<file path="src/rtl/e203_exu_wbck_sched_pkg.sv">
// Shared widths and defaults for the integer write-back scheduler.
// The winner encoding names which side owns the regfile port this cycle.
package e203_exu_wbck_sched_pkg;

  localparam int NREQ_DEF       = 3;
  localparam int XLEN_DEF       = 32;
  localparam int RFIDX_W_DEF    = 5;
  localparam int STARVE_MAX_DEF = 4;
  localparam int CNT_W          = 4;

  typedef enum logic [1:0] {
    WIN_NONE = 2'd0,
    WIN_ALU  = 2'd1,
    WIN_LP   = 2'd2
  } win_e;

endpackage

</file>
<file path="src/rtl/e203_exu_wbck_sched_rrarb.sv">
// Combinational round-robin picker: first asserted request at or after i_ptr.
// The pointer register lives in the parent so the picker stays stateless.
module e203_exu_wbck_sched_rrarb
  import e203_exu_wbck_sched_pkg::*;
#(
  parameter int NREQ  = NREQ_DEF,
  parameter int PTR_W = $clog2(NREQ)
) (
  input  logic [NREQ-1:0]  i_req,
  input  logic [PTR_W-1:0] i_ptr,
  output logic [NREQ-1:0]  o_gnt,
  output logic [PTR_W-1:0] o_idx,
  output logic             o_any
);

  function automatic logic [PTR_W-1:0] f_wrap(input logic [PTR_W-1:0] ptr, input int off);
    int s;
    s = int'(ptr) + off;
    if (s >= NREQ) s = s - NREQ;
    return PTR_W'(s);
  endfunction

  // Scan from the farthest offset down so the nearest valid requester wins.
  always_comb begin
    o_gnt = '0;
    o_idx = '0;
    o_any = 1'b0;
    for (int off = NREQ - 1; off >= 0; off--) begin
      if (i_req[f_wrap(i_ptr, off)]) begin
        o_idx = f_wrap(i_ptr, off);
        o_gnt = NREQ'(1) << f_wrap(i_ptr, off);
        o_any = 1'b1;
      end
    end
  end

endmodule

</file>
<file path="src/rtl/e203_exu_wbck_sched.sv">
// Write-back scheduler sharing the single integer regfile write port between
// the ALU and long-pipe requesters; the regfile write is registered one cycle late.
module e203_exu_wbck_sched
  import e203_exu_wbck_sched_pkg::*;
#(
  parameter int NREQ       = NREQ_DEF,
  parameter int XLEN       = XLEN_DEF,
  parameter int RFIDX_W    = RFIDX_W_DEF,
  parameter int STARVE_MAX = STARVE_MAX_DEF
) (
  input  logic                    clk,
  input  logic                    rst_n,
  input  logic                    alu_wbck_i_valid,
  output logic                    alu_wbck_i_ready,
  input  logic [XLEN-1:0]         alu_wbck_i_wdat,
  input  logic [RFIDX_W-1:0]      alu_wbck_i_rdidx,
  input  logic [NREQ-1:0]         lp_wbck_i_valid,
  output logic [NREQ-1:0]         lp_wbck_i_ready,
  input  logic [NREQ*XLEN-1:0]    lp_wbck_i_wdat,
  input  logic [NREQ*RFIDX_W-1:0] lp_wbck_i_rdidx,
  input  logic [NREQ-1:0]         lp_wbck_i_rdfpu,
  output logic                    rf_wbck_o_ena,
  output logic [XLEN-1:0]         rf_wbck_o_wdat,
  output logic [RFIDX_W-1:0]      rf_wbck_o_rdidx,
  output logic                    alu_starve_o
);

  localparam int PTR_W = $clog2(NREQ);
  localparam logic [CNT_W-1:0] CNT_MAX = CNT_W'(STARVE_MAX);

  logic [PTR_W-1:0]   r_rr_ptr;
  logic [PTR_W-1:0]   w_rr_ptr_nxt;
  logic [CNT_W-1:0]   r_starve_cnt;
  logic [CNT_W-1:0]   w_starve_nxt;
  logic [NREQ-1:0]    w_arb_gnt;
  logic [PTR_W-1:0]   w_arb_idx;
  logic               w_arb_any;
  logic               w_force;
  win_e               w_win;
  logic [XLEN-1:0]    w_win_wdat;
  logic [RFIDX_W-1:0] w_win_rdidx;
  logic               w_win_fpu;

  e203_exu_wbck_sched_rrarb #(
    .NREQ  (NREQ),
    .PTR_W (PTR_W)
  ) u_rrarb (
    .i_req (lp_wbck_i_valid),
    .i_ptr (r_rr_ptr),
    .o_gnt (w_arb_gnt),
    .o_idx (w_arb_idx),
    .o_any (w_arb_any)
  );

  // A pending forced grant overrides every long-pipe request.
  always_comb begin
    w_force = alu_wbck_i_valid & (r_starve_cnt == CNT_MAX);
    w_win   = WIN_NONE;
    if (w_force)               w_win = WIN_ALU;
    else if (w_arb_any)        w_win = WIN_LP;
    else if (alu_wbck_i_valid) w_win = WIN_ALU;

    alu_wbck_i_ready = (w_win == WIN_ALU);
    lp_wbck_i_ready  = (w_win == WIN_LP) ? w_arb_gnt : '0;

    w_win_wdat  = alu_wbck_i_wdat;
    w_win_rdidx = alu_wbck_i_rdidx;
    w_win_fpu   = 1'b0;
    if (w_win == WIN_LP) begin
      w_win_wdat  = lp_wbck_i_wdat[int'(w_arb_idx)*XLEN +: XLEN];
      w_win_rdidx = lp_wbck_i_rdidx[int'(w_arb_idx)*RFIDX_W +: RFIDX_W];
      w_win_fpu   = lp_wbck_i_rdfpu[w_arb_idx];
    end

    w_starve_nxt = '0;
    if (alu_wbck_i_valid && (w_win != WIN_ALU))
      w_starve_nxt = (r_starve_cnt == CNT_MAX) ? r_starve_cnt : r_starve_cnt + CNT_W'(1);

    w_rr_ptr_nxt = r_rr_ptr;
    if (w_win == WIN_LP)
      w_rr_ptr_nxt = (w_arb_idx == PTR_W'(NREQ - 1)) ? '0 : w_arb_idx + PTR_W'(1);
  end

  always_ff @(posedge clk or negedge rst_n) begin
    if (!rst_n) begin
      r_rr_ptr        <= '0;
      r_starve_cnt    <= '0;
      alu_starve_o    <= 1'b0;
      rf_wbck_o_ena   <= 1'b0;
      rf_wbck_o_wdat  <= '0;
      rf_wbck_o_rdidx <= '0;
    end else begin
      r_rr_ptr      <= w_rr_ptr_nxt;
      r_starve_cnt  <= w_starve_nxt;
      alu_starve_o  <= (w_starve_nxt == CNT_MAX);
      // FPU-destined transfers still use the slot but never write the integer file.
      rf_wbck_o_ena <= (w_win != WIN_NONE) & ~w_win_fpu;
      if (w_win != WIN_NONE) begin
        rf_wbck_o_wdat  <= w_win_wdat;
        rf_wbck_o_rdidx <= w_win_rdidx;
      end
    end
  end

endmodule
</file>
<file path="config.mk">
export PLATFORM = sky130hd
export DESIGN_NAME = e203_exu_wbck_sched
export DESIGN_NICKNAME = d
export VERILOG_FILES = /design/src/rtl/e203_exu_wbck_sched_pkg.sv /design/src/rtl/e203_exu_wbck_sched_rrarb.sv /design/src/rtl/e203_exu_wbck_sched.sv
export SDC_FILE = /design/constraint.sdc
export NUM_CORES = 1
export LEC_CHECK = 0
export ABC_CLOCK_PERIOD_IN_PS = 5200
export BUFFER_PORTS_ARGS = -buffer_cell sky130_fd_sc_hd__buf_2
export CORE_MARGIN = 8
export CORE_UTILIZATION = 44
export DETAILED_ROUTE_END_ITERATION = 12
export PLACE_DENSITY = 0.92
export SYNTH_ARGS = -nofsm -noshare
export SYNTH_HDL_FRONTEND = slang
export SYNTH_HIERARCHICAL = 1
export SYNTH_SLANG_ARGS = --single-unit
</file>
<file path="constraint.sdc">
create_clock -name clk -period 5.2 [get_ports clk]
set_input_delay 1.56 -clock clk [delete_from_list [all_inputs] [get_ports clk]]
set_output_delay 1.56 -clock clk [all_outputs]
set_load 0.02 [all_outputs]
</file>
# --- After elaboration in Yosys (flattened, before gate mapping) ---
# Cells that the tools add are included.
# W data, S select, Z words.
word_totals:
  register_bits: 45
  latch_bits: 0
  mem_bits_rw: 0
  romBits: 0
  out_inout_bits: 43
  memories: 0
op_classes:
  addsub: 7
  mul: 1
  div: 0
  n_lt_le_gt_ge: 7
  eq_ne: 6
  shift: 5
  muxes: 33
  n_bitwise: 3
  n_reduce_logical: 2
ops:
  columns: ["operator", "n"]
  rows:
  - ["$shiftx A96 B8 Y32", 1]
  - ["$mux W32", 1]
  - ["$mux W2", 12]
  - ["$shiftx A15 B6 Y5", 1]
  - ["$lt A2 B3 Y1 const B", 4]
  - ["$mux W3", 4]
  - ["$mux W1", 9]
  - ["$shl A1 B2 Y3 const A", 3]
  - ["$bmux W1 S2", 4]
  - ["$eq A4 B3 Y1 const B", 2]
  - ["$mux W4", 2]
  - ["$ge A3 B2 Y1 const B", 2]
  - ["$mul A2 B3 Y5 const B", 1]
  - ["$mux W5", 1]
  - ["$add A4 B1 Y4 const B", 1]
  - ["$eq A2 B2 Y1 const B", 2]
  - ["$sub A2 B1 Y2 const B", 2]
  - ["$add A2 B1 Y3 const B", 1]
  - ["$add A2 B2 Y3 const B", 1]
  - ["$add A2 B1 Y2 const B", 1]
  - ["$and A1 B1 Y1", 2]
  - ["$eq A2 B1 Y1 const B", 1]
  - ["$ge A2 B2 Y1 const B", 1]
  - ["$ne A2 B1 Y1 const B", 1]
  - ["4 further kinds", 4]

# --- Longest topological paths before layout ---
# Gate-level depths: netlist of run 1.
logic_depth:
  word_depth: 14
  depth_mapped: 13
  depth_no_buf: 10

# --- Hierarchy ---
# Netlist of run 1, hierarchy kept.
modules_own_cells:
  columns: ["module", "n_inst", "cells_each", "area_per_inst_um2", "seq_area_each_um2"]
  rows:
  - ["e203_exu_wbck_sched", 1, 340, 2935.3, 1126.1]
  - ["e203_exu_wbck_sched_rrarb", 1, 39, 287.8, 0.0]

# --- Worst setup path after synthesis of run 1 ---
# Ideal clock, no wire load.
synth_path:
  path_kind: "input -> output"
  startpoint: "input port lp_wbck_i_valid[0]"
  endpoint: "output port lp_wbck_i_ready[0]"
  arrival_time_ns: 3.108
  required_time_ns: 3.640
  path_slack_ns: 0.532
  path_stages: 8
  n_path_buf: 2
  cell_sequence: "mux2_4 > mux2_4 > or3_1 > buf_2 > inv_1 > nor2_4 > buf_2 > and2_1"
synth_between:
  elab_chain_len: 9
synth_rtl:
  columns: ["item", "line", "rtl"]
  rows:
  - ["start: declaration", "e203_exu_wbck_sched.sv:17", "input logic [NREQ-1:0] lp_wbck_i_valid,"]
  - ["$bmux W1 S2", "e203_exu_wbck_sched_rrarb.sv:29", "if (i_req[f_wrap(i_ptr, off)]) begin"]
  - ["$mux W1 (implied by the code)", "e203_exu_wbck_sched_rrarb.sv:29", null]
  - ["$mux W1 (2 in a row)", "e203_exu_wbck_sched_rrarb.sv:29", null]
  - ["$mux W1 (*)", "e203_exu_wbck_sched_rrarb.sv:29", null]
  - ["named net w_arb_any", "e203_exu_wbck_sched.sv:37", "logic w_arb_any;"]
  - ["$mux W2 (*)", "e203_exu_wbck_sched.sv:60", "else if (w_arb_any) w_win = WIN_LP;"]
  - ["$mux W2 (*)", "e203_exu_wbck_sched.sv:59", "if (w_force) w_win = WIN_ALU;"]
  - ["$eq A2 B2 Y1 (*)", "e203_exu_wbck_sched.sv:64", "lp_wbck_i_ready = (w_win == WIN_LP) ? w_arb_gnt : '0;"]
  - ["$mux W3 (*)", "e203_exu_wbck_sched.sv:64", null]
  - ["end: declaration", "e203_exu_wbck_sched.sv:18", "output logic [NREQ-1:0] lp_wbck_i_ready,"]
# Mark *: on every way through the listed nets, which the timed path passes. The rest lies on a longest branch. The select of a mux whose other input is x is not followed.

# --- Worst setup path after layout of run 1 ---
layout_path:
  startpoint: "input port lp_wbck_i_valid[2]"
  endpoint: "output port lp_wbck_i_ready[1]"
# The elaborated chain is that of the path after synthesis.

==> results.py, run 1 <==
metrics = {
    "pwr": {
        "seq_power_share": 0.223,
        "power.density_nw_per_um2": 635,
        "sw_frac_of_total": 0.493,
        "p_leak_nw": 2.07,
        "p_comb_frac": 0.679,
        "ir_drop_mv": 0.467,
        "switchingPower_mw": 1.37,
        "pwr-share-clk": 0.098,
        "p_int_mw": 1.41,
    },
    "critical_path": {
        "cp_max_fo": 8,
        "path_class": "input port to primary output",
        "slowest_delay_ps": 510,
        "critPathArrivalTime_ps": 3310,
        "cp_slowest_cell": "o21ai_1",
        "reg2reg_depth": 10,
        "worstSetupStartpointType": "input port",
        "cpMostUsedCell": "buf_2",
        "r2r_end": "rf_wbck_o_wdat[7]",
        "crit_buf_inv": 3,
        "crit_required_ps": 3640,
        "crit_chain": "buf_2 > mux2i_1 > o21ai_1 > or3_1 > inv_1 > nor2_4 > and2_1 > buf_2",
        "ff2ff_setup_slack_ps": 1810,
        "path_delay_family": "simple AND/OR/NAND/NOR gates",
        "end_kind": "primary output",
        "r2r-start": "r_rr_ptr[0]",
    },
    "clock_tree": {
        "clock_sinks": 45,
        "cts_buffer_depth": 2,
        "root_buffer": "clkbuf_8",
        "ctsHoldBuffers": 0,
        "clkLatencyLatePin_ps": 290,
        "cts_max_level": 2,
        "cts_tree": "yes",
        "clk_pin_slew_ps": 80,
        "postCtsSetupBuffers": 0,
        "cts_buffers": 5,
        "cts.repair.resized": 0,
    },
    "timing": {
        "period_share": 0.936,
        "worst_slew_pin_slew_ps": 1010,
        "setup_tns_ps": 0,
        "rsz0062_at_grt": "no",
        "finalSetupViolations": 0,
        "max_freq_ghz": 0.205,
        "hold_viol": 0,
        "period_needed_ps": 4870,
        "worst_clock_skew_ps": 6.68,
        "relSlewSlack": 0.330,
        "slew_violations": 0,
    },
    "routing": {
        "wire_per_inst_um": 17.2,
        "drt_iter0_markers": 184,
        "drt_pass1_iterations": 4,
        "wl_um": 11400,
        "num_vias": 3571,
        "antenna_left": 0,
        "viasPerCell": 5.39,
        "drc": 0,
    },
    "job": {
        "max-cap-violations": 0,
    },
    "grt": {
        "antenna_found_initial": 0,
        "grtUsageMet1": 0.233,
        "grt_max_degree": 46,
        "grt_pass1_vias": 3512,
        "use_met2": 0.393,
        "use_met3": 0.0481,
        "grt_usage": 0.211,
        "grt_overflow": 0,
        "grt_pass1_wl_um": 17500,
        "busiest_layer": "met2",
    },
    "yosys": {
        "ys_seq_elements": 45,
        "syn_area_um2": 3220,
        "ys_types": 41,
        "synth.avg_cell_area_um2": 8.50,
        "ys_seq_area_frac": 0.349,
        "netlist_instances": 379,
        "synth_nets": 542,
        "yosysWarnings": 6,
    },
    "min_path": {
        "hold_class": "flop to flop",
        "hp-start": "rf_wbck_o_wdat[0]",
        "hold_depth": 2,
        "min_to": "rf_wbck_o_wdat[0]",
    },
    "placed_design": {
        "dp_hpwl_um": 8910,
        "portBuffers": 199,
        "gp_congestion": 0.834,
        "place_area_um2": 4250,
    },
    "status": {
        "status": "complete, no violations",
    },
    "final_layout": {
        "design_area_um2": 4370,
        "nFillCells": 628,
        "drive_gt1_frac": 0.399,
        "fin_nets": 724,
        "area_growth_pct": 35.6,
    },
    "floorplanning": {
        "die_y_um": 102,
        "initial_core_util": 0.449,
        "ios": 200,
        "rows": 31,
        "dieArea_um2": 10300,
        "die_x_um": 102,
        "coreArea_um2": 7180,
    },
}
-- cell usage after synthesis (all sizes together) --
library cell / n / share of area
and4b: 1 / 0.0031
inv: 8 / 0.0093
or3: 1 / 0.0019
xor2: 2 / 0.0054
a41oi: 1 / 0.0027
a21boi: 1 / 0.0035
a32oi: 1 / 0.0027
nand2b: 2 / 0.0039
mux2: 3 / 0.013
clkbuf: 11 / 0.013
nand3: 2 / 0.0031
a31oi: 1 / 0.0019
a21o: 1 / 0.0023
o2bb2ai: 16 / 0.043
a2bb2oi: 2 / 0.0054
o21ai: 65 / 0.10
o211ai: 1 / 0.0023
and3b: 1 / 0.0027
dfrtp: 45 / 0.35
o22ai: 17 / 0.033
buf: 22 / 0.048
and4: 1 / 0.0027
mux2i: 40 / 0.12
or2: 1 / 0.0019
and2: 3 / 0.0058
nand3b: 24 / 0.056
o21bai: 1 / 0.0023
nor2: 27 / 0.035
o41ai: 1 / 0.0027
and2b: 1 / 0.0023
a21oi: 24 / 0.037
nand2: 43 / 0.050
nor2b: 3 / 0.0058
ha: 6 / 0.023
-- metrics by stage --
stage           util  total power [mW]  instances  setup slack, ps  hold slack [ps]
2_1_floorplan      -              2.01        379              532              464
3_3_place_gp   0.593              2.42        653              410              464
3_5_place_dp   0.593              2.50        653              335              469
4_1_cts        0.609              2.78        661              334              489
5_1_grt        0.609              2.98        661              206              510
6_report       0.609              2.77        662              333              482
-- registers in the layout (all words and copies together), names as in the netlist --
signal           count
rf_wbck_o_rdidx      5
alu_starve_o         1
rf_wbck_o_wdat      32
r_rr_ptr             2
r_starve_cnt         4
rf_wbck_o_ena        1
-- worst min-delay path, delay by kind of cell (launching register included) --
| kind | cells | cell delay (ps) |
|---|---|---|
| simple gates | 1 | 50 |
| flops | 1 | 340 |
| compound gates | 1 | 60 |
-- per-layer routing --
metal  up-vias  wire [um]
met2       142       6100
met1      1695       4220
li1       1722          -
met4         0        136
met5         -          0
met3        12        939
-- how the worst max path moves through the flow --
| stage | from | endpoint | slack, ps | cells after the start |
|---|---|---|---|---|
| floorplan | lp_wbck_i_valid[0] | lp_wbck_i_ready[0] | 530 | 8 |
| global placement | lp_wbck_i_valid[0] | lp_wbck_i_ready[0] | 410 | 8 |
| detailed placement | lp_wbck_i_valid[0] | lp_wbck_i_ready[1] | 330 | 8 |
| CTS | lp_wbck_i_valid[0] | lp_wbck_i_ready[1] | 330 | 8 |
| global route | lp_wbck_i_valid[2] | lp_wbck_i_ready[1] | 210 | 8 |
| finish | lp_wbck_i_valid[2] | lp_wbck_i_ready[1] | 330 | 8 |
-- cells by family (layout without fill, tap and decap cells) --
family,after synthesis,count (layout),synth area share
adders and majority gates,6,6,0.0233
and+or+nand+nor,110,110,0.174
AOI/OAI and AO/OA,132,132,0.241
buffers and inverters,41,224,0.0703
DFF,45,45,0.349
muxes,43,43,0.137
xor gates and xnor gates,2,2,0.00544
other,0,1,0
-- final cells by class --
type | count | area (um^2) | area share
inverter | 8 | 30.0 | 0.00687
antenna | 1 | 2.50 | 0.000573
timing repair buffer | 208 | 1060 | 0.243
tap | 99 | 124 | 0.0283
clock buffer | 7 | 86.3 | 0.0198
multi-input combinational | 293 | 1910 | 0.437
sequential | 45 | 1130 | 0.258
clock inverter | 1 | 30.0 | 0.00687
-- placed cells by master, fill, tap and decap left out, types with 2 or more instances in the layout --
cell type / Yosys / routed
buf_2: 10 / 199
dfrtp_1: 45 / 45
nand2_1: 43 / 43
mux2i_1: 40 / 40
o21ai_1: 38 / 38
o21ai_0: 27 / 26
nor2_1: 25 / 25
nand3b_1: 24 / 24
a21oi_1: 24 / 24
o2bb2ai_1: 16 / 16
o22ai_1: 17 / 16
buf_4: 6 / 9
inv_1: 8 / 8
ha_1: 6 / 6
clkbuf_8: 0 / 6
and2_1: 3 / 3
nor2b_1: 3 / 3
nand2b_1: 2 / 2
nand3_1: 2 / 2
xor2_1: 2 / 2
nor2_4: 1 / 2
mux2_4: 2 / 2
a2bb2oi_1: 2 / 2
-- power groups by stage --
stage	Combinational [mW]	Sequential (mW)	Clock, mW
after global routing	2.05	0.642	0.293
after CTS	1.88	0.619	0.280
final	1.88	0.620	0.271
after detailed placement	1.87	0.626	0
after floorplan	1.20	0.809	0
after global placement	1.81	0.616	0
Power figures use the tool's default switching activity.
==> inputs of run 2 (changes only) <==
--- a/config.mk
+++ b/config.mk
@@ -11,6 +11,7 @@
 export CORE_UTILIZATION = 44
 export DETAILED_ROUTE_END_ITERATION = 12
 export PLACE_DENSITY = 0.92
+export REMOVE_ABC_BUFFERS = 1
 export SYNTH_ARGS = -nofsm -noshare
 export SYNTH_HDL_FRONTEND = slang
 export SYNTH_HIERARCHICAL = 1
==> results.py, run 2 (synthesis results as in run 1) <==
metrics = {
    "clock_tree": {
        "root_buffer": "clkbuf_8",
        "clk_pin_slew_ps": 80,
        "cts_tree": "yes",
        "cts.repair.resized": 0,
        "clkLatencyLatePin_ps": 290,
        "ctsHoldBuffers": 0,
        "cts_buffer_depth": 2,
        "postCtsSetupBuffers": 0,
        "cts_buffers": 5,
        "clock_sinks": 45,
        "cts_max_level": 2,
    },
    "min_path": {
        "hold_depth": 2,
        "hold_class": "flop to flop",
        "hp-start": "rf_wbck_o_wdat[7]",
        "min_to": "rf_wbck_o_wdat[7]",
    },
    "final_layout": {
        "drive_gt1_frac": 0.399,
        "nFillCells": 637,
        "final_cell_mix": "buf_2, dfrtp_1, nand2_1",
        "mostFrequentLayoutCell": "buf_2",
        "top_register": "rf_wbck_o_wdat",
        "reg.largest.list": "rf_wbck_o_wdat x32, rf_wbck_o_rdidx x5, r_starve_cnt x4",
        "largest_reg_flops": 32,
        "design_area_um2": 4330,
        "seq_area_um2": 1130,
        "fin_nets": 722,
        "area_growth_pct": 34.4,
        "multi_input_area_um2": 1920,
    },
    "pwr": {
        "p_leak_nw": 2.05,
        "ir_drop_mv": 0.335,
        "power.density_nw_per_um2": 626,
    },
    "floorplanning": {
        "ios": 200,
        "initial_core_util": 0.449,
        "die_x_um": 102,
        "rows": 31,
        "dieArea_um2": 10300,
        "die_y_um": 102,
        "coreArea_um2": 7180,
    },
    "timing": {
        "hold_viol": 0,
        "period_needed_ps": 4850,
        "rsz0062_at_grt": "no",
        "period_share": 0.933,
        "fin_ws_ps": 349,
        "relSlewSlack": 0.321,
        "max_freq_ghz": 0.206,
        "slew_violations": 0,
        "setup_tns_ps": 0,
        "worst_slew_pin_slew_ps": 1020,
        "finalSetupViolations": 0,
        "worst_clock_skew_ps": 5.74,
    },
    "routing": {
        "drt_iter0_markers": 115,
        "wl_um": 11400,
        "num_vias": 3585,
        "wire_per_inst_um": 17.4,
        "antenna_left": 0,
        "viasPerCell": 5.44,
        "drt_pass1_iterations": 4,
        "drc": 0,
    },
    "grt": {
        "grt_overflow": 0,
        "antenna_found_initial": 0,
        "grt_pass1_wl_um": 17700,
        "grt_pass1_vias": 3740,
        "grt_max_degree": 61,
        "grt_usage": 0.212,
    },
    "placed_design": {
        "place_area_um2": 4230,
        "portBuffers": 199,
        "gp_congestion": 0.895,
        "place_ws_ps": 102,
        "dp_hpwl_um": 8600,
    },
    "critical_path": {
        "critPathArrivalTime_ps": 3290,
        "ff2ff_setup_slack_ps": 1980,
        "cp_max_fo": 21,
        "end_kind": "primary output",
        "reg2reg_depth": 10,
        "cp_slowest_cell": "or3_1",
        "crit_required_ps": 3640,
        "slowest_delay_ps": 390,
        "worstSetupStartpointType": "input port",
        "path_class": "input port to primary output",
        "r2r_end": "rf_wbck_o_wdat[2]",
        "r2r-start": "r_rr_ptr[0]",
        "crit_chain": "buf_2 > mux2_4 > mux2_4 > or3_1 > inv_1 > nor2_4 > and2_1 > buf_2",
    },
    "status": {
        "status": "complete, no violations",
    },
    "job": {
        "max-cap-violations": 0,
    },
}
-- run 2: how the worst max path moves through the flow --
stage                       start            endpoint  slack [ps]  depth (start not counted)
5_1_grt        lp_wbck_i_valid[0]  lp_wbck_i_ready[0]         250                          8
3_5_place_dp   lp_wbck_i_valid[1]  lp_wbck_i_ready[2]         100                          8
2_1_floorplan  lp_wbck_i_valid[1]  rf_wbck_o_rdidx[2]       -1540                          8
4_1_cts        lp_wbck_i_valid[1]  lp_wbck_i_ready[2]         100                          8
3_3_place_gp   lp_wbck_i_valid[1]  lp_wbck_i_ready[0]         190                          8
6_report       lp_wbck_i_valid[0]  lp_wbck_i_ready[2]         350                          8
-- run 2: per-stage QoR --
step	hold WS, ps	util	std cells	total power, mW
floorplan	464	-	346	1.93
global placement	463	0.590	650	2.41
detailed placement	472	0.590	650	2.50
CTS	492	0.602	657	2.72
global route	519	0.603	658	2.94
finish	487	0.603	659	2.71
-- run 2: power breakdown --
group | leakage (nW) | internal (mW) | switching [mW] | total, mW
clock | 0.0433 | 0.105 | 0.114 | 0.219
sequential | 0.552 | 0.532 | 0.0920 | 0.624
combinational | 1.45 | 0.707 | 1.16 | 1.87
-- run 2: worst max-delay path, delay by kind of cell --
kind / cells / cell delay (ps)
simple gates: 3 / 730
mux: 2 / 550
buf+inv: 3 / 450
-- run 2: area by class of cell --
type	instances	area share
clock buffer	6	0.0191
sequential	45	0.260
antenna	1	0.000578
multi-input combinational	294	0.443
tap	99	0.0286
timing repair buffer	205	0.240
inverter	8	0.00693
clock inverter	1	0.00173
-- run 2: metal layers --
metal  vias to the layer above  track usage  wire length [um]
met5                         -            0                 0
met4                         0       0.0504               143
met3                        15       0.0612              1100
met2                       176        0.382              5750
met1                      1671        0.239              4440
li1                       1723            -                 -
